### src/rtl/band_power_normalizer.sv
// Band-power normalizer: captures five EEG band powers, clamps negatives to zero,
// and divides each band by the total with one shared restoring divider to give
// unsigned Q1.(FRAC_BITS) relative powers, handed downstream over valid/ready.
module band_power_normalizer #(
  parameter int unsigned FRAC_BITS = 15,
  parameter int unsigned IN_WIDTH  = 32
) (
  input  logic                  clk,
  input  logic                  rst,
  input  logic                  en,
  input  logic                  i_power_valid,
  input  logic [IN_WIDTH-1:0]   i_delta_power,
  input  logic [IN_WIDTH-1:0]   i_theta_power,
  input  logic [IN_WIDTH-1:0]   i_alpha_power,
  input  logic [IN_WIDTH-1:0]   i_beta_power,
  input  logic [IN_WIDTH-1:0]   i_gamma_power,
  input  logic                  i_feature_ready,
  output logic [FRAC_BITS:0]    o_rel_delta,
  output logic [FRAC_BITS:0]    o_rel_theta,
  output logic [FRAC_BITS:0]    o_rel_alpha,
  output logic [FRAC_BITS:0]    o_rel_beta,
  output logic [FRAC_BITS:0]    o_rel_gamma,
  output logic [IN_WIDTH+2:0]   o_total_power,
  output logic                  o_zero_power,
  output logic                  o_feature_valid,
  output logic                  o_busy,
  output logic                  o_dropped
);

  localparam int unsigned QW = FRAC_BITS + 1;   // quotient width, one bit per divide cycle
  localparam int unsigned TW = IN_WIDTH + 3;    // total width, sum of five can't overflow
  localparam int unsigned RW = IN_WIDTH + 4;    // remainder width, holds 2*rem without loss
  localparam int unsigned NB = 5;
  localparam int unsigned CW = $clog2(QW);

  typedef enum logic [1:0] {StIdle, StSum, StDiv, StOut} state_e;

  state_e              state_q;
  logic                valid_prev_q;
  logic [IN_WIDTH-1:0] band_q [NB];
  logic [FRAC_BITS:0]  rel_q  [NB];
  logic [2:0]          idx_q;
  logic [CW-1:0]       cnt_q;
  logic [RW-1:0]       rem_q;
  logic [QW-1:0]       quot_q;
  logic [TW-1:0]       total_q;
  logic                zero_q;
  logic                fvalid_q;
  logic                dropped_q;

  logic                capture;
  logic [TW-1:0]       sum_total;
  logic [IN_WIDTH-1:0] cur_band;
  logic [RW-1:0]       dividend;
  logic [RW-1:0]       total_ext;
  logic                ge;
  logic [RW-1:0]       rem_next;
  logic [QW-1:0]       quot_next;

  function automatic logic [IN_WIDTH-1:0] clamp(input logic [IN_WIDTH-1:0] x);
    return x[IN_WIDTH-1] ? '0 : x;
  endfunction

  assign capture   = i_power_valid & ~valid_prev_q;
  assign sum_total = TW'(band_q[0]) + TW'(band_q[1]) + TW'(band_q[2]) + TW'(band_q[3]) +
                     TW'(band_q[4]);
  assign total_ext = {1'b0, total_q};

  // One restoring-divide step: first cycle loads the band, later cycles shift the remainder.
  always_comb begin
    cur_band = '0;
    case (idx_q)
      3'd0:    cur_band = band_q[0];
      3'd1:    cur_band = band_q[1];
      3'd2:    cur_band = band_q[2];
      3'd3:    cur_band = band_q[3];
      3'd4:    cur_band = band_q[4];
      default: cur_band = '0;
    endcase
    if (cnt_q == '0) dividend = {{(RW-IN_WIDTH){1'b0}}, cur_band};
    else             dividend = rem_q << 1;
    ge        = (dividend >= total_ext);
    rem_next  = ge ? (dividend - total_ext) : dividend;
    quot_next = {quot_q[QW-2:0], ge};
  end

  // Control FSM with all outputs registered; en low clears everything like reset.
  always_ff @(posedge clk or posedge rst) begin
    if (rst) begin
      state_q      <= StIdle;
      valid_prev_q <= 1'b0;
      idx_q        <= '0;
      cnt_q        <= '0;
      rem_q        <= '0;
      quot_q       <= '0;
      total_q      <= '0;
      zero_q       <= 1'b0;
      fvalid_q     <= 1'b0;
      dropped_q    <= 1'b0;
      for (int i = 0; i < NB; i++) begin
        band_q[i] <= '0;
        rel_q[i]  <= '0;
      end
    end else if (!en) begin
      state_q      <= StIdle;
      valid_prev_q <= 1'b0;
      idx_q        <= '0;
      cnt_q        <= '0;
      rem_q        <= '0;
      quot_q       <= '0;
      total_q      <= '0;
      zero_q       <= 1'b0;
      fvalid_q     <= 1'b0;
      dropped_q    <= 1'b0;
      for (int i = 0; i < NB; i++) begin
        band_q[i] <= '0;
        rel_q[i]  <= '0;
      end
    end else begin
      valid_prev_q <= i_power_valid;
      // Edges arriving outside IDLE (including on the OUT->IDLE edge) are discarded.
      dropped_q    <= capture && (state_q != StIdle);
      case (state_q)
        StIdle: begin
          if (capture) begin
            band_q[0] <= clamp(i_delta_power);
            band_q[1] <= clamp(i_theta_power);
            band_q[2] <= clamp(i_alpha_power);
            band_q[3] <= clamp(i_beta_power);
            band_q[4] <= clamp(i_gamma_power);
            state_q   <= StSum;
          end
        end
        StSum: begin
          total_q <= sum_total;
          if (sum_total == '0) begin
            zero_q <= 1'b1;
            for (int i = 0; i < NB; i++) rel_q[i] <= '0;
            state_q <= StOut;
          end else begin
            zero_q  <= 1'b0;
            idx_q   <= '0;
            cnt_q   <= '0;
            rem_q   <= '0;
            quot_q  <= '0;
            state_q <= StDiv;
          end
        end
        StDiv: begin
          rem_q  <= rem_next;
          quot_q <= quot_next;
          cnt_q  <= cnt_q + CW'(1);
          if (cnt_q == CW'(QW - 1)) begin
            cnt_q <= '0;
            case (idx_q)
              3'd0:    rel_q[0] <= quot_next;
              3'd1:    rel_q[1] <= quot_next;
              3'd2:    rel_q[2] <= quot_next;
              3'd3:    rel_q[3] <= quot_next;
              3'd4:    rel_q[4] <= quot_next;
              default: ;
            endcase
            if (idx_q == 3'(NB - 1)) state_q <= StOut;
            else                     idx_q   <= idx_q + 3'd1;
          end
        end
        StOut: begin
          // Valid rises one cycle after entering OUT; ready is only honoured while valid.
          if (!fvalid_q) begin
            fvalid_q <= 1'b1;
          end else if (i_feature_ready) begin
            fvalid_q <= 1'b0;
            state_q  <= StIdle;
          end
        end
        default: state_q <= StIdle;
      endcase
    end
  end

  assign o_rel_delta     = rel_q[0];
  assign o_rel_theta     = rel_q[1];
  assign o_rel_alpha     = rel_q[2];
  assign o_rel_beta      = rel_q[3];
  assign o_rel_gamma     = rel_q[4];
  assign o_total_power   = total_q;
  assign o_zero_power    = zero_q;
  assign o_feature_valid = fvalid_q;
  assign o_busy          = (state_q != StIdle);
  assign o_dropped       = dropped_q;

endmodule

### config.mk
export PLATFORM = sky130hd
export DESIGN_NAME = band_power_normalizer
export DESIGN_NICKNAME = d
export VERILOG_FILES = /design/src/rtl/band_power_normalizer.sv
export SDC_FILE = /design/constraint.sdc
export NUM_CORES = 1
export LEC_CHECK = 0
export CAP_MARGIN = 10
export CORE_AREA = 2 2 198 200
export DETAILED_ROUTE_END_ITERATION = 6
export DIE_AREA = 0 0 200 202
export PLACE_DENSITY = 0.79
export SLEW_MARGIN = 10
export SYNTH_ARGS = -nofsm -noshare
export SYNTH_HDL_FRONTEND = slang
export SYNTH_SLANG_ARGS = --single-unit
### constraint.sdc
create_clock -name clk -period 13.71 [get_ports clk]
set_input_delay 1.371 -clock clk [delete_from_list [all_inputs] [get_ports clk]]
set_output_delay 1.371 -clock clk [all_outputs]
set_load 0.1 [all_outputs]
* Word level (Yosys, flattened, before mapping)
Index checks and enable logic that the tools add are counted.
Operators by class: order comparisons 1, mux-type cells 54, add/subtract/negate cells 7, reduce and logical (&&, ||, !) cells 15, bitwise logic cells 2, equality and inequality tests 25
Operators by type and width (number):
- 2-to-1 mux 160 bit | 3
- 2-to-1 mux 80 bit | 3
- 2-to-1 mux 35 bit | 5
- one-hot mux 32 bit (5 select lines) | 1
- one-hot mux 80 bit (2 select lines) | 1
- 2-to-1 mux 31 bit | 5
- 2-to-1 mux 16 bit | 5
- one-hot mux 35 bit (2 select lines) | 1
- >= comparator 36 x 35 -> 1 bit | 1
- 2-to-1 mux 36 bit | 1
- adder 34 x 32 -> 35 bit | 1
- adder 35 x 32 -> 35 bit | 1
- logical NOT 35 bit | 1
- subtractor 35 bit | 1
- adder 33 x 32 -> 34 bit | 1
- adder 32 x 32 -> 33 bit | 1
- 2-to-1 mux 15 bit | 2
- one-hot mux 15 bit (2 select lines) | 1
- inequality test 3 bit, second input constant | 8
- AND reduction 4 bit | 6
- 2-to-1 mux 2 bit | 6
- 2-to-1 mux 3 bit | 4
- 2-to-1 mux 4 bit | 3
- inequality test 3 x 2 -> 1 bit, second input constant | 4
- other kinds (23) | 38
Storage, ports and cells: output and inout port bits 119, register bits 338, input bits 165, word-level logic and storage cells 124

* Logic depth before layout (Yosys ltp)
depth in word-level cells 8, depth in mapped cells 21, depth with buffers taken out 19

* Least setup slack after synthesis
OpenSTA, ideal clock, no wires.
path kind register to register, start point register band_q[1] in the netlist's numbering, end point register rel_q (netlist bit o_rel_beta[0]), data required time 13.641 ns, path slack 8.293 ns, path buffers 1, cell stages (with the launch flop) 19, library setup time 0.069 ns, clock period less this slack 5.417 ns, arrival time 5.348 ns, cell sequence dfrtp_1 > fa_1 > fa_1 > fa_1 > ha_1 > inv_1 > fa_1 > nor2b_1 > o31a_1 > o211ai_2 > o21a_2 > o21ai_2 > mux2i_1 > nor2_1 > or4_1 > o31a_4 > nor3b_4 > buf_6 > a22o_1
On the way: word-level cells in the longest chain between the ends 7, elaborated cells on any way between the ends 11, those cells by class 1 x add/sub; 1 x order compare; 1 x eq/ne; 6 x mux; 2 x reduce/logical
Ends and longest elaborated chain:
- start, declared | line 40 | logic [IN_WIDTH-1:0] band_q [NB];
- one-hot mux 32 bit (5 select lines) | line 72 | case (idx_q)
- 2-to-1 mux 36 bit | line 80 | if (cnt_q == '0) dividend = {{(RW-IN_WIDTH){1'b0}}, cur_band};
- >= comparator 36 x 35 -> 1 bit | line 82 | ge = (dividend >= total_ext);
- 2-to-1 mux 16 bit | line 155 | case (idx_q)
- 2-to-1 mux 80 bit | line 153 | if (cnt_q == CW'(QW - 1)) begin
- one-hot mux 80 bit (2 select lines) | line 123 | case (state_q)
- 2-to-1 mux 80 bit | line 104 | end else if (!en) begin
- end, declared | line 41 | logic [FRAC_BITS:0] rel_q [NB];
Several ways; a longest one is shown, not always the timed one. The select of a mux whose other input is x is not followed. A chain may end at the register's enable or synchronous reset.

* Worst setup path in the final report
start point register band_q[1] in the netlist's numbering, end point register rem_q[33]
On the way: word-level cells in the longest chain between the ends 6, elaborated cells on any way between the ends 11, those cells by class 2 x add/sub; 1 x order compare; 1 x eq/ne; 5 x mux; 2 x reduce/logical
Ends and longest elaborated chain:
- one-hot mux 32 bit (5 select lines) | line 72
- 2-to-1 mux 36 bit | line 80
- subtractor 35 bit / >= comparator 36 x 35 -> 1 bit (equally long branches) | line 83, 82
- 2-to-1 mux 35 bit | line 83 | rem_next = ge ? (dividend - total_ext) : dividend;
- one-hot mux 35 bit (2 select lines) | line 123
- 2-to-1 mux 35 bit | line 104
- end signal, assigned | line 150 | rem_q <= rem_next;
- end, declared | line 44 | logic [RW-1:0] rem_q;
Several ways; a longest one is shown, not always the timed one.

==> run metrics <==
status finished, violations left; violated checks DRC; First-pass DRT Iterations 7; total track usage 0.3048; antenna viol nets, final 0; Die X 200 um; leakage power 11.51 nW; cells on worst reg2reg path 18; Core Area 38290 um^2; post_cts resized 0; most frequent CP cell fa_1; drt drc 5; diode count 0; VDD IR max 94.12 uV; worst-path fanout max 46; Worst setup EP type flop; initial antenna violation count 1; PortBufs 282; RSZ-0062 raised after global routing false; Area growth syn-to-layout 21.59%; final worst path period share 0.4704; Critical Path RT 14.19 ns; clock skew 0.01211 ns; largest net degree at the start of global routing 142; H-tree depth 2; Startpoint Class flop; clk root buf clkbuf_16; worst hold stages 2; Clk pin slew, worst setup/hold paths 0.06 ns; main flop type after synthesis dfrtp_1; asr flop ratio synth 1.000; Initial Util 0.5433; P per Cell Area 180.4 nW/um^2; Starting DRT DRC Count 1642; global route total overflow 0; max-slew violations 0; share of layout cells above drive strength 1 0.06788; CTS max path bufs 3; Worst-Margin Slew 1.215 ns; worst hold start rem_q[11]; Peak Freq 155.1 MHz; average footprint of a synthesized cell 9.324 um^2; Synthesis Warnings 0; Setup-failing EPs final 0; relative slew slack 0.1898; clock sink total 332; critical path class reg2reg; Inserted Clock Buffers 37; reg2reg start band_q[1]; EDFF count, synth 0; Crit path largest cell delay 0.80 ns; Yosys cell types 81; slowest CP cell o31ai_4; WP data arrival 6.93 ns; via count 17990; Hold EP rem_q[11]; FF+latch count, synth 332; count of max-cap constraint violations 0; Power, Total 4.563 mW; clock period minus worst slack 6.449 ns; setup_tns 0 ns; synthesized instance count 2231; HP Class reg2reg; Worst-Skew Late Latency 0.55 ns; post-CTS setup buffer count 0; nets@finish 2786; Post-Route WL 61400 um; die area 40400 um^2; R2R Setup Slk 7.26 ns; vias per inst 6.011; row count 72; cell taking the most area after synthesis dfrtp_1; global-route wire length before repair 96730 um; CTS Hold Bufs 0; worst path cell trace fa_1, fa_1, fa_1, ha_1, inv_1, fa_1, nor2b_1, o31a_1, o211ai_2, o21a_2, o21ai_2, mux2i_1, nor2_1, or4_1, o31ai_4, buf_4, and2_1, a311o_1; TritonCTS clock tree yes; synth top area cells dfrtp_1 40%, nand2_1 9.2%, fa_1 8.9%; hpwl dp 45360 um; Die Ht 202 um; routability cong. 0.9426; DR WL/cell 20.51 um; Synth top area share 0.3994; vias in the first global route 17940; RR Endpoint rem_q[33]; Ports 284; syn nets 2569; post-synthesis sequential area ratio 0.3994; mapped cell area 20800 um^2; Final Hold Viols 0
[state kept, by name (all words and copies together), names as in the netlist]
register,flops
o_rel_delta,16
state_q,2
o_feature_valid,1
valid_prev_q,1
o_zero_power,1
o_total_power,34
rem_q,35
quot_q,15
o_rel_theta,16
band_q,155
o_dropped,1
o_rel_alpha,16
o_rel_beta,16
cnt_q,4
o_rel_gamma,16
idx_q,3
[synthesized netlist by cell type, drive strengths merged (20+ instances only)]
cell	instances
nand2	512
dfrtp	332
o21ai	249
clkbuf	114
a22o	110
fa	93
inv	87
ha	80
nor2	78
a21oi	72
mux2i	61
a21o	32
mux2	32
xnor2	31
a222oi	30
nand3	28
xor2	23
nor3	20
[per-stage QoR]
step | hold WS (ns) | cells | cell area (um^2) | setup WS, ns | utilization
after detailed placement | 0.4663 | 2926 | 24040 | 7.328 | 0.6278
after CTS | 0.4796 | 2992 | 25290 | 7.276 | 0.6605
after global routing | 0.5069 | 2993 | 25290 | 6.871 | 0.6607
after global placement | 0.4607 | 2926 | 24040 | 7.437 | 0.6278
final | 0.4775 | 2993 | 25290 | 7.261 | 0.6607
after floorplan | 0.4489 | 2231 | 20800 | 3.143 | -
[routing by layer]
layer / wire length, um / global-route usage / vias up / share of wire
met4: 1690 / 0.09259 / 2 / 0.028
met1: 26980 / 0.4467 / 8860 / 0.44
met2: 27750 / 0.4616 / 754 / 0.45
met3: 4960 / 0.05657 / 118 / 0.081
li1: - / - / 8257 / -
met5: 18 / 0 / - / 0.00029
[report_power, final]
group | total, mW | switching [mW] | internal, mW | leakage (nW)
Clock | 1.04 | 0.425 | 0.611 | 0.619
Combinational | 2.33 | 1.49 | 0.838 | 6.34
Sequential | 1.20 | 0.120 | 1.08 | 4.55
Total | 4.56 | 2.04 | 2.53 | 11.5
[how the worst max path moves through the flow]
stage                endpoint      start  depth (start not counted)  slack (ns)
global route        rem_q[33]  band_q[1]                         18        6.87
detailed placement  rem_q[33]  band_q[1]                         18        7.33
CTS                 rem_q[33]  band_q[1]                         18        7.28
floorplan           band_q[0]        rst                          1        3.14
global placement    rem_q[33]  band_q[1]                         18        7.44
finish              rem_q[33]  band_q[1]                         18        7.26
[kinds of logic (layout without fill, tap and decap cells)]
logic type	after synthesis	in the layout	share of synthesized area
AND/OR/NAND/NOR	747	747	0.1546
AO/OA/AOI/OAI	613	613	0.1980
flip-flops	332	332	0.3994
buffers and inverters	218	462	0.04084
adder cells (fa/ha/maj)	173	173	0.1376
multiplexers	93	93	0.04667
XOR/XNOR	54	54	0.02274
other	1	1	0.0001803
[layout by cell type, fill, tap and decap left out, types with 30 or more instances in the layout]
| cell type | instances |
|---|---|
| clkdlybuf4s50_1 | 281 |
| mux2i_1 | 61 |
| fa_1 | 93 |
| a21o_1 | 32 |
| o21ai_0 | 242 |
| a222oi_1 | 30 |
| nor2_1 | 72 |
| nand2_1 | 512 |
| dfrtp_1 | 332 |
| a21oi_1 | 67 |
| a22o_1 | 110 |
| ha_1 | 79 |
| clkbuf_16 | 37 |
| xnor2_1 | 31 |
| inv_1 | 85 |
| mux2_2 | 32 |
[critical path, delay by kind of cell (launching register included)]
family | cells | cell delay [ns]
simple gates | 4 | 1.09
buf+inv | 2 | 0.64
mux | 1 | 0.27
flops | 1 | 0.41
fa+ha+maj | 5 | 2.16
compound gates | 6 | 1.82
[cell type report]
class                      count  area, um^2
fill                        3010       12990
multi-input combinational   1681       11730
sequential                   332        8308
timing repair buffer         309        3020
clock buffer                  49        1031
tap                          518       648.1
inverter                      87       334.1
clock inverter                17       220.2
No activity file was read; power rests on OpenSTA's default activity.
